$ cat src/rtl/mult_arb_pkg.sv
// Shared types and constants for the multiplier arbiter.
// Operand/product widths and the default requester count and latency.
package mult_arb_pkg;

    localparam int OP_W        = 8;
    localparam int PROD_W      = 16;
    localparam int N_REQ_DEF   = 4;
    localparam int MUL_LAT_DEF = 2;

    typedef logic [OP_W-1:0]   op_t;
    typedef logic [PROD_W-1:0] prod_t;

    // One carry-save (3:2) step on whole words: {carry, sum}.
    function automatic logic [2*PROD_W-1:0] csa(
        input prod_t a,
        input prod_t b,
        input prod_t c
    );
        prod_t s;
        prod_t cy;
        s  = a ^ b ^ c;
        cy = ((a & b) | (a & c) | (b & c)) << 1;
        return {cy, s};
    endfunction

endpackage

$ cat src/rtl/wallace1.sv
// 8x8 unsigned Wallace-tree multiplier, purely combinational.
// Ports: clock (reference clock for the self-check), x, y operands, p product.
module wallace1
    import mult_arb_pkg::*;
(
    input  logic  clock,
    input  op_t   x,
    input  op_t   y,
    output prod_t p
);

    prod_t pp [OP_W];
    prod_t l1 [6];
    prod_t l2 [4];
    prod_t l3 [3];
    prod_t l4 [2];

    always_comb begin
        for (int i = 0; i < OP_W; i++) begin
            pp[i] = y[i] ? (prod_t'(x) << i) : '0;
        end
        // 8 rows -> 6 -> 4 -> 3 -> 2, then one carry-propagate add.
        {l1[1], l1[0]} = csa(pp[0], pp[1], pp[2]);
        {l1[3], l1[2]} = csa(pp[3], pp[4], pp[5]);
        l1[4]          = pp[6];
        l1[5]          = pp[7];
        {l2[1], l2[0]} = csa(l1[0], l1[1], l1[2]);
        {l2[3], l2[2]} = csa(l1[3], l1[4], l1[5]);
        {l3[1], l3[0]} = csa(l2[0], l2[1], l2[2]);
        l3[2]          = l2[3];
        {l4[1], l4[0]} = csa(l3[0], l3[1], l3[2]);
        p              = l4[0] + l4[1];
    end

    // Simulation-only guard that the reduction tree is exact.
    a_exact: assert property (@(posedge clock) p == prod_t'(x) * prod_t'(y));

endmodule

$ cat src/rtl/mult_arbiter.sv
// Round-robin arbiter sharing one pipelined 8x8 multiplier among N_REQ requesters.
// Ports: clock, reset (sync, high), enable, req/req_x/req_y in; gnt, rsp_valid, rsp_id, product, busy, ops_done out.
module mult_arbiter
    import mult_arb_pkg::*;
#(
    parameter int N_REQ   = N_REQ_DEF,
    parameter int MUL_LAT = MUL_LAT_DEF
) (
    input  logic                     clock,
    input  logic                     reset,
    input  logic                     enable,
    input  logic [N_REQ-1:0]         req,
    input  logic [OP_W*N_REQ-1:0]    req_x,
    input  logic [OP_W*N_REQ-1:0]    req_y,
    output logic [N_REQ-1:0]         gnt,
    output logic                     rsp_valid,
    output logic [$clog2(N_REQ)-1:0] rsp_id,
    output prod_t                    product,
    output logic                     busy,
    output logic [15:0]              ops_done
);

    localparam int IDW = $clog2(N_REQ);
    localparam logic [IDW:0]   NREQ_W  = (IDW+1)'(N_REQ);
    localparam logic [IDW-1:0] LAST_ID = IDW'(N_REQ - 1);

    typedef logic [IDW-1:0] id_t;

    id_t          ptr;
    id_t          win;
    logic         hit;
    logic [IDW:0] cand;

    logic  op_v;
    op_t   op_x;
    op_t   op_y;
    id_t   op_id;
    prod_t mul_p;

    logic [MUL_LAT-1:0] st_v;
    prod_t              st_p  [MUL_LAT];
    id_t                st_id [MUL_LAT];

    // Search upward from ptr, wrapping at N_REQ; first asserted req wins.
    always_comb begin
        hit  = 1'b0;
        win  = '0;
        cand = '0;
        gnt  = '0;
        if (enable && !reset) begin
            for (int k = 0; k < N_REQ; k++) begin
                cand = {1'b0, ptr} + (IDW+1)'(k);
                if (cand >= NREQ_W) begin
                    cand = cand - NREQ_W;
                end
                if (!hit && req[cand[IDW-1:0]]) begin
                    hit = 1'b1;
                    win = cand[IDW-1:0];
                end
            end
        end
        if (hit) begin
            gnt[win] = 1'b1;
        end
    end

    always_ff @(posedge clock) begin
        if (reset) begin
            ptr <= '0;
        end else if (hit) begin
            ptr <= (win == LAST_ID) ? '0 : win + IDW'(1);
        end
    end

    // Operand register; data holds when no grant, only the valid drops.
    always_ff @(posedge clock) begin
        if (reset) begin
            op_v  <= 1'b0;
            op_x  <= '0;
            op_y  <= '0;
            op_id <= '0;
        end else begin
            op_v <= hit;
            if (hit) begin
                op_x  <= req_x[win*OP_W +: OP_W];
                op_y  <= req_y[win*OP_W +: OP_W];
                op_id <= win;
            end
        end
    end

    wallace1 u_mul (
        .clock (clock),
        .x     (op_x),
        .y     (op_y),
        .p     (mul_p)
    );

    // Result stages load data only behind a valid, so the last stage
    // (the response port) holds its value between results.
    always_ff @(posedge clock) begin
        if (reset) begin
            st_v <= '0;
            for (int s = 0; s < MUL_LAT; s++) begin
                st_p[s]  <= '0;
                st_id[s] <= '0;
            end
        end else begin
            st_v[0] <= op_v;
            if (op_v) begin
                st_p[0]  <= mul_p;
                st_id[0] <= op_id;
            end
            for (int s = 1; s < MUL_LAT; s++) begin
                st_v[s] <= st_v[s-1];
                if (st_v[s-1]) begin
                    st_p[s]  <= st_p[s-1];
                    st_id[s] <= st_id[s-1];
                end
            end
        end
    end

    assign rsp_valid = st_v[MUL_LAT-1];
    assign product   = st_p[MUL_LAT-1];
    assign rsp_id    = st_id[MUL_LAT-1];
    assign busy      = op_v | (|st_v);

    always_ff @(posedge clock) begin
        if (reset) begin
            ops_done <= '0;
        end else if (rsp_valid && ops_done != 16'hFFFF) begin
            ops_done <= ops_done + 16'd1;
        end
    end

endmodule

$ cat config.mk
export PLATFORM = sky130hd
export DESIGN_NAME = mult_arbiter
export DESIGN_NICKNAME = d
export VERILOG_FILES = /design/src/rtl/mult_arb_pkg.sv /design/src/rtl/wallace1.sv /design/src/rtl/mult_arbiter.sv
export SDC_FILE = /design/constraint.sdc
export NUM_CORES = 1
export LEC_CHECK = 0
export BUFFER_PORTS_ARGS = -buffer_cell sky130_fd_sc_hd__buf_2
export CORE_UTILIZATION = 60
export DETAILED_ROUTE_END_ITERATION = 7
export GPL_TIMING_DRIVEN = 1
export PLACE_DENSITY = 0.86
export SLEW_MARGIN = 25
export SYNTH_ARGS = -nofsm -noshare
export SYNTH_HDL_FRONTEND = slang
export SYNTH_SLANG_ARGS = --single-unit
$ cat constraint.sdc
create_clock -name clock -period 13.85 [get_ports clock]
set_clock_uncertainty 0.2 [all_clocks]
set_input_delay 1.385 -clock clock [delete_from_list [all_inputs] [get_ports clock]]
set_output_delay 1.385 -clock clock [all_outputs]
set_load 0.01 [all_outputs]
==> results.md, run 1 <==
* Outcome: complete, no violations
* Initial antenna violation count at 0
* Root Buffer: clkbuf_8
* Yosys Warn Count at 0
* Post-Route WL at 11.0 mm
* Die Wd at 96.9 um
* Core area at 8720 um^2
* Routed len/inst at 14.9 um
* Avg Inst Size Synth at 10.1 um^2
* Final cell count without fillers at 735
* Mapped Area at 5410 um^2
* Skew-Pair Late Insertion Delay at 360 ps
* Final setup margin at 9140 ps
* CP Max Fanout at 9
* Clk slew on worst S/H paths at 90 ps
* Final setup viols at 0
* Post-synth top area share at 0.200
* Leading area contributor after synthesis: edfxtp_1
* Setup TNS at 0 ps
* DP HPWL at 8.35 mm
* Die Height at 96.9 um
* Pwr per Cell Area at 95.9 nW/um^2
* Min-delay src: st_p[0][11]$_SDFFCE_PP0P_
* Largest net degree at the start of global routing at 36
* Pre-CTS WS at 9190 ps
* Num CTS Buffers at 9
* Placed Cells at 719
* CP Launch Type: register
* Max_slew headroom at 0.577
* Comb pwr share at 0.252
* Reg2reg path depth at 13
* CTS tree: done
* Initial core utilization at 0.620
* Fillers at 626
* Hold buffer count at cts at 0
* Gpl congestion at 0.919
* Leak at 2.78 nW
* First DRT Iteration DRCs at 196
* # IOs at 111
* Post-CTS setup buffers at 0
* Worst IR Drop VDD at 61.8 uV
* Post-synth EDFFs at 36
* Slew @ Worst Pin at 634 ps
* Hold path endpoint: st_p[0][27]$_SDFFCE_PP0P_
* Worst hold path depth at 1
* Synth async-reset ratio at 0
* Share of cells above drive strength 1 at 0.228
* CP endpoint kind: register
* Syn Inst Count at 534
* Sw frac at 0.327
* Vias/cell at 5.56
* DRT antenna net count at 0
* Hold slack at 333 ps
* HP Class: register to register
* FMAX at 212 MHz
* Most frequent cells in the layout: 110 x buf_2, 45 x and2_1, 45 x nand2_1, 40 x inv_1
* Area growth syn-to-layout at 12.7%
* Vias at 4086
* Worst EP arrival at 4620 ps
* Post-Synthesis Net Count at 674
* Final Core Density at 0.699
* Drc violations at 0
* DP Area at 5890 um^2
* Clock Tree Buf Depth at 2
* Nets@finish at 762
* Post-route cell area at 6090 um^2
* Die area at 9390 um^2
* Worst flop-to-flop path startpoint: op_x[4]$_SDFFE_PP0P_
* Worst Path Required at 13760 ps
* Gr usage total at 0.245
* Net Switching at 0.191 mW
* Tot Pwr at 0.584 mW
* Flops & latches, synth at 75
* Flop2flop setup slack at 9140 ps
* Clock share of power at 0.297
* First-pass GRT wire length at 18.6 mm
* Register area share after synthesis at 0.344
* Max-cap violations at 0
* Top cells by area, synth: edfxtp_1 20%, dfxtp_1 14%, fa_1 14%
* Post_cts resized at 0
* Clock sink count at 75
* R2R Path End: st_p[0][15]$_SDFFCE_PP0P_
* Fin crit share at 0.340
* GRT overflow at 0
* Ys flop type: dfxtp_1
* Synth cell types at 55
* FP Rows at 34
* H-tree levels at 3
* Final hold viol count at 0
* Slew Limit Fails at 0
* WS Path Type: register to register
* Input/output buffers at 110
* RSZ-0062 raised after global routing: no
* Fin crit period at 4710 ps
* Sequential share of power at 0.451
* Ant. Diodes at 0
* Vias in the first global route at 4044
* Commonest non-fill, non-tap cell in the layout: buf_2
* Drt pass-1 iters at 5
* Int Power at 0.393 mW
-- area by class of cell --
class                           count  area, um^2  share of cell area
Timing Repair Buffer              112         566              0.0928
Clock inverter                      6        53.8             0.00883
Sequential cell                    75        1860               0.306
Inverter                           43         174              0.0285
Tap cell                          108         135              0.0222
Clock buffer                       10         149              0.0244
Multi-Input combinational cell    381        3150               0.518
-- metal layers --
metal / vias to the layer above / routed length, um / global-route usage
met5: - / 0 / 0
met4: 0 / 175 / 0.0827
met3: 15 / 608 / 0.0405
met2: 161 / 5660 / 0.436
met1: 1934 / 4540 / 0.302
li1: 1976 / - / -
-- power by group through the flow --
stage | combinational [mW] | sequential [mW] | clock, mW
floorplan | 0.118 | 0.260 | 0
CTS | 0.148 | 0.263 | 0.177
detailed placement | 0.144 | 0.268 | 0
global placement | 0.137 | 0.267 | 0
global route | 0.165 | 0.266 | 0.186
finish | 0.147 | 0.264 | 0.174
-- logic make-up (layout without fill, tap and decap cells) --
family | count (synthesis) | count (layout) | synth area share
adders and majority gates | 69 | 69 | 0.214
muxes | 34 | 34 | 0.0632
and+or+nand+nor | 188 | 188 | 0.183
AOI/OAI and AO/OA | 73 | 73 | 0.0940
buffers and inverters | 78 | 171 | 0.0743
DFF | 75 | 75 | 0.344
xor gates and xnor gates | 17 | 17 | 0.0275
-- state kept, by name (all words and copies together), names as in the netlist --
register	flops
st_id	4
op_id	2
op_y	8
ptr	2
op_x	8
st_v	2
op_v	1
ops_done	16
st_p	32
-- synthesized netlist by cell type, types with 5 or more instances --
master    instances
a21oi_1          22
a221oi_1          8
and2_1           45
and3_1            7
buf_4            19
clkbuf_1         13
dfxtp_1          39
edfxtp_1         36
fa_1             39
ha_1             30
inv_1            40
mux2i_1          33
nand2_1          45
nand3_1           6
nor2_1           31
nor2b_1          30
nor3_1            5
o211ai_1          5
o21ai_0           7
o221ai_1          8
xnor2_1           7
xor2_1           10
-- worst max-delay path: stages (launching register included) --
cell,delay [ps]
dfxtp_1,410
and2_1,230
fa_1,550
inv_1,50
fa_1,470
fa_1,520
fa_1,550
inv_1,40
ha_1,340
a21oi_1,110
o211ai_1,210
a21oi_1,140
o31ai_1,270
mux2_2,360
-- how the worst max path moves through the flow --
stage,startpoint,to,slack (ps)
after detailed placement,op_x[4]$_SDFFE_PP0P_,st_p[0][15]$_SDFFCE_PP0P_,9190
after floorplan,op_x[4]$_SDFFE_PP0P_,st_p[0][15]$_SDFFCE_PP0P_,9390
final,op_x[4]$_SDFFE_PP0P_,st_p[0][15]$_SDFFCE_PP0P_,9140
after global placement,reset,gnt[3],9270
after CTS,op_x[4]$_SDFFE_PP0P_,st_p[0][15]$_SDFFCE_PP0P_,9140
after global routing,op_x[5]$_SDFFE_PP0P_,st_p[0][15]$_SDFFCE_PP0P_,8980
Power figures use the tool's default switching activity.
==> inputs of run 2 (changes only) <==
--- a/config.mk
+++ b/config.mk
@@ -6,10 +6,10 @@
 export NUM_CORES = 1
 export LEC_CHECK = 0
 export BUFFER_PORTS_ARGS = -buffer_cell sky130_fd_sc_hd__buf_2
-export CORE_UTILIZATION = 60
+export CORE_UTILIZATION = 51
 export DETAILED_ROUTE_END_ITERATION = 7
 export GPL_TIMING_DRIVEN = 1
-export PLACE_DENSITY = 0.86
+export PLACE_DENSITY = 0.78
 export SLEW_MARGIN = 25
 export SYNTH_ARGS = -nofsm -noshare
 export SYNTH_HDL_FRONTEND = slang
==> constraint.sdc (replaced) <==
create_clock -name clock -period 4.3 [get_ports clock]
set_clock_uncertainty 0.2 [all_clocks]
set_input_delay 0.43 -clock clock [delete_from_list [all_inputs] [get_ports clock]]
set_output_delay 0.43 -clock clock [all_outputs]
set_load 0.01 [all_outputs]
==> results.md, run 2 (synthesis results as in run 1) <==
* Num CTS Buffers at 9
* Pre-CTS WS at -173 ps
* Int Power at 1.31 mW
* Failing checks: setup timing
* Met3 Use GR at 0.0293
* First DRT Iteration DRCs at 142
* Vias in the first global route at 3952
* FMAX at 231 MHz
* DP HPWL at 8.67 mm
* GRT overflow at 0
* Clock Tree Buf Depth at 2
* CP max stage delay at 550 ps
* Max_slew headroom at 0.569
* Input/output buffers at 110
* Initial core utilization at 0.524
* CTS tree: done
* Post-Route WL at 11.3 mm
* Worst EP arrival at 4250 ps
* Clk slew on worst S/H paths at 90 ps
* Net Switching at 0.658 mW
* Sw frac at 0.334
* Fin crit share at 1.01
* Family with the most delay on the worst path: adder cells
* FP Rows at 37
* Biggest register: st_p
* Most used routing layer: met2
* Commonest non-fill, non-tap cell in the layout: buf_2
* Leak at 2.93 nW
* Hold buffer count at cts at 0
* Met2 Use GR at 0.346
* Most frequent cells in the layout: 110 x buf_2, 43 x nand2_1, 41 x and2_1, 36 x inv_1, 36 x edfxtp_1
* Largest net degree at the start of global routing at 26
* Clock share of power at 0.269
* Worst-path cell chain: and2_4 > fa_1 > inv_1 > fa_1 > inv_1 > fa_1 > ha_4 > ha_4 > fa_2 > a21oi_2 > o211ai_1 > a21oi_2 > o31ai_2 > mux2_4
* Slew Limit Fails at 0
* Drt pass-1 iters at 5
* Outcome: complete, but fails checks
* Share of cells above drive strength 1 at 0.320
* Drc violations at 0
* Skew-Pair Late Insertion Delay at 360 ps
* H-tree levels at 3
* Cell mode on critical path: fa_1
* HP Class: input port to register
* CP Launch Type: register
* RSZ-0062 raised after global routing: yes
* CP Max Fanout at 7
* Comb pwr share at 0.305
* Fillers at 831
* Area growth syn-to-layout at 20.3%
* Gr usage total at 0.207
* Gpl congestion at 0.932
* Crit path buf inv count at 2
* Slew @ Worst Pin at 647 ps
* Die Wd at 105 um
* DRT antenna net count at 0
* Root Buffer: clkbuf_8
* Initial antenna violation count at 0
* Vias at 4109
* Die area at 11000 um^2
* WS Path Type: register to register
* Worst Path Required at 4210 ps
* Fin crit period at 4330 ps
* Pwr per Cell Area at 303 nW/um^2
* Core area at 10300 um^2
* CP endpoint kind: register
* Worst IR Drop VDD at 207 uV
* Clock sink count at 75
* Final setup viols at 1
* Die Height at 105 um
* Sequential share of power at 0.426
* First-pass GRT wire length at 18.3 mm
* Biggest regs: st_p: 32 flops, ops_done: 16 flops
* Slowest cell on crit path: fa_1
* Tot Pwr at 1.97 mW
* Nets@finish at 789
* Ant. Diodes at 0
* # IOs at 111
* Vias/cell at 5.20
* Met1 Track Usage GR at 0.279
* Max FFs per register at 32
* Routed len/inst at 14.2 um
* Final setup margin at -35.0 ps
* Final hold viol count at 0
* Max-cap violations at 0
==> run 2: cell types whose count changed in the layout (fill, tap and decap cells not counted), sizes merged <==
cell / before / now
buf: 112 / 139
clkbuf: 10 / 9
clkinv: 2 / 3
clkinvlp: 1 / 0
inv: 46 / 47
==> run 2: power by group through the flow <==
stage,sequential (mW),clock [mW],combinational (mW)
floorplan,0.837,0,0.397
global placement,0.848,0,0.523
detailed placement,0.852,0,0.539
CTS,0.836,0.534,0.561
global route,0.845,0.567,0.670
finish,0.839,0.531,0.602
==> run 2: final timing paths <==
path	start	endpoint	slack [ps]	cells after the start
max	op_y[3]$_SDFFE_PP0P_	st_p[0][15]$_SDFFCE_PP0P_	-30	14
min	req_x[23]	op_x[7]$_SDFFE_PP0P_	190	3
max reg2reg	op_y[3]$_SDFFE_PP0P_	st_p[0][15]$_SDFFCE_PP0P_	-30	14
min reg2reg	st_p[0][3]$_SDFFCE_PP0P_	st_p[0][19]$_SDFFCE_PP0P_	330	1
==> run 2: layer usage <==
metal	part of all wire	routed length (um)
met2	0.50	5620
met4	0.012	130
met1	0.44	5000
met5	0	0
met3	0.045	501
==> run 2: area by class of cell <==
class | instances | area (um^2) | share of cell area
multi-input combinational | 381 | 3310 | 0.508
sequential | 75 | 1890 | 0.290
timing repair buffer | 139 | 772 | 0.119
inverter | 43 | 174 | 0.0267
tap | 136 | 170 | 0.0262
clock buffer | 9 | 124 | 0.0190
clock inverter | 7 | 68.8 | 0.0106
==> run 2: metrics by stage <==
stage | cell area [um^2] | setup TNS (ps) | hold slack [ps] | instances | utilization
4_1_cts | 6370 | -102 | 188 | 788 | 0.618
2_1_floorplan | 5460 | 0 | 245 | 534 | -
3_5_place_dp | 6130 | -306 | 315 | 771 | 0.594
3_3_place_gp | 6130 | -50.2 | 303 | 771 | 0.594
6_report | 6500 | -35.0 | 190 | 790 | 0.630
5_1_grt | 6500 | -313 | 203 | 790 | 0.630
==> run 2: what timing repair did <==
action	CTS	global route
gates resized for setup	17	29
cloned	0	0
pin swaps	6	18
hold endpoints to repair	0	0
setup endpoints to repair	5	6
buffers inserted	1	2
==> run 2: worst min-delay path: cells and delay by family <==
family | cells | cell delay, ps
buf+inv | 1 | 70
compound gates | 1 | 160
mux | 1 | 50
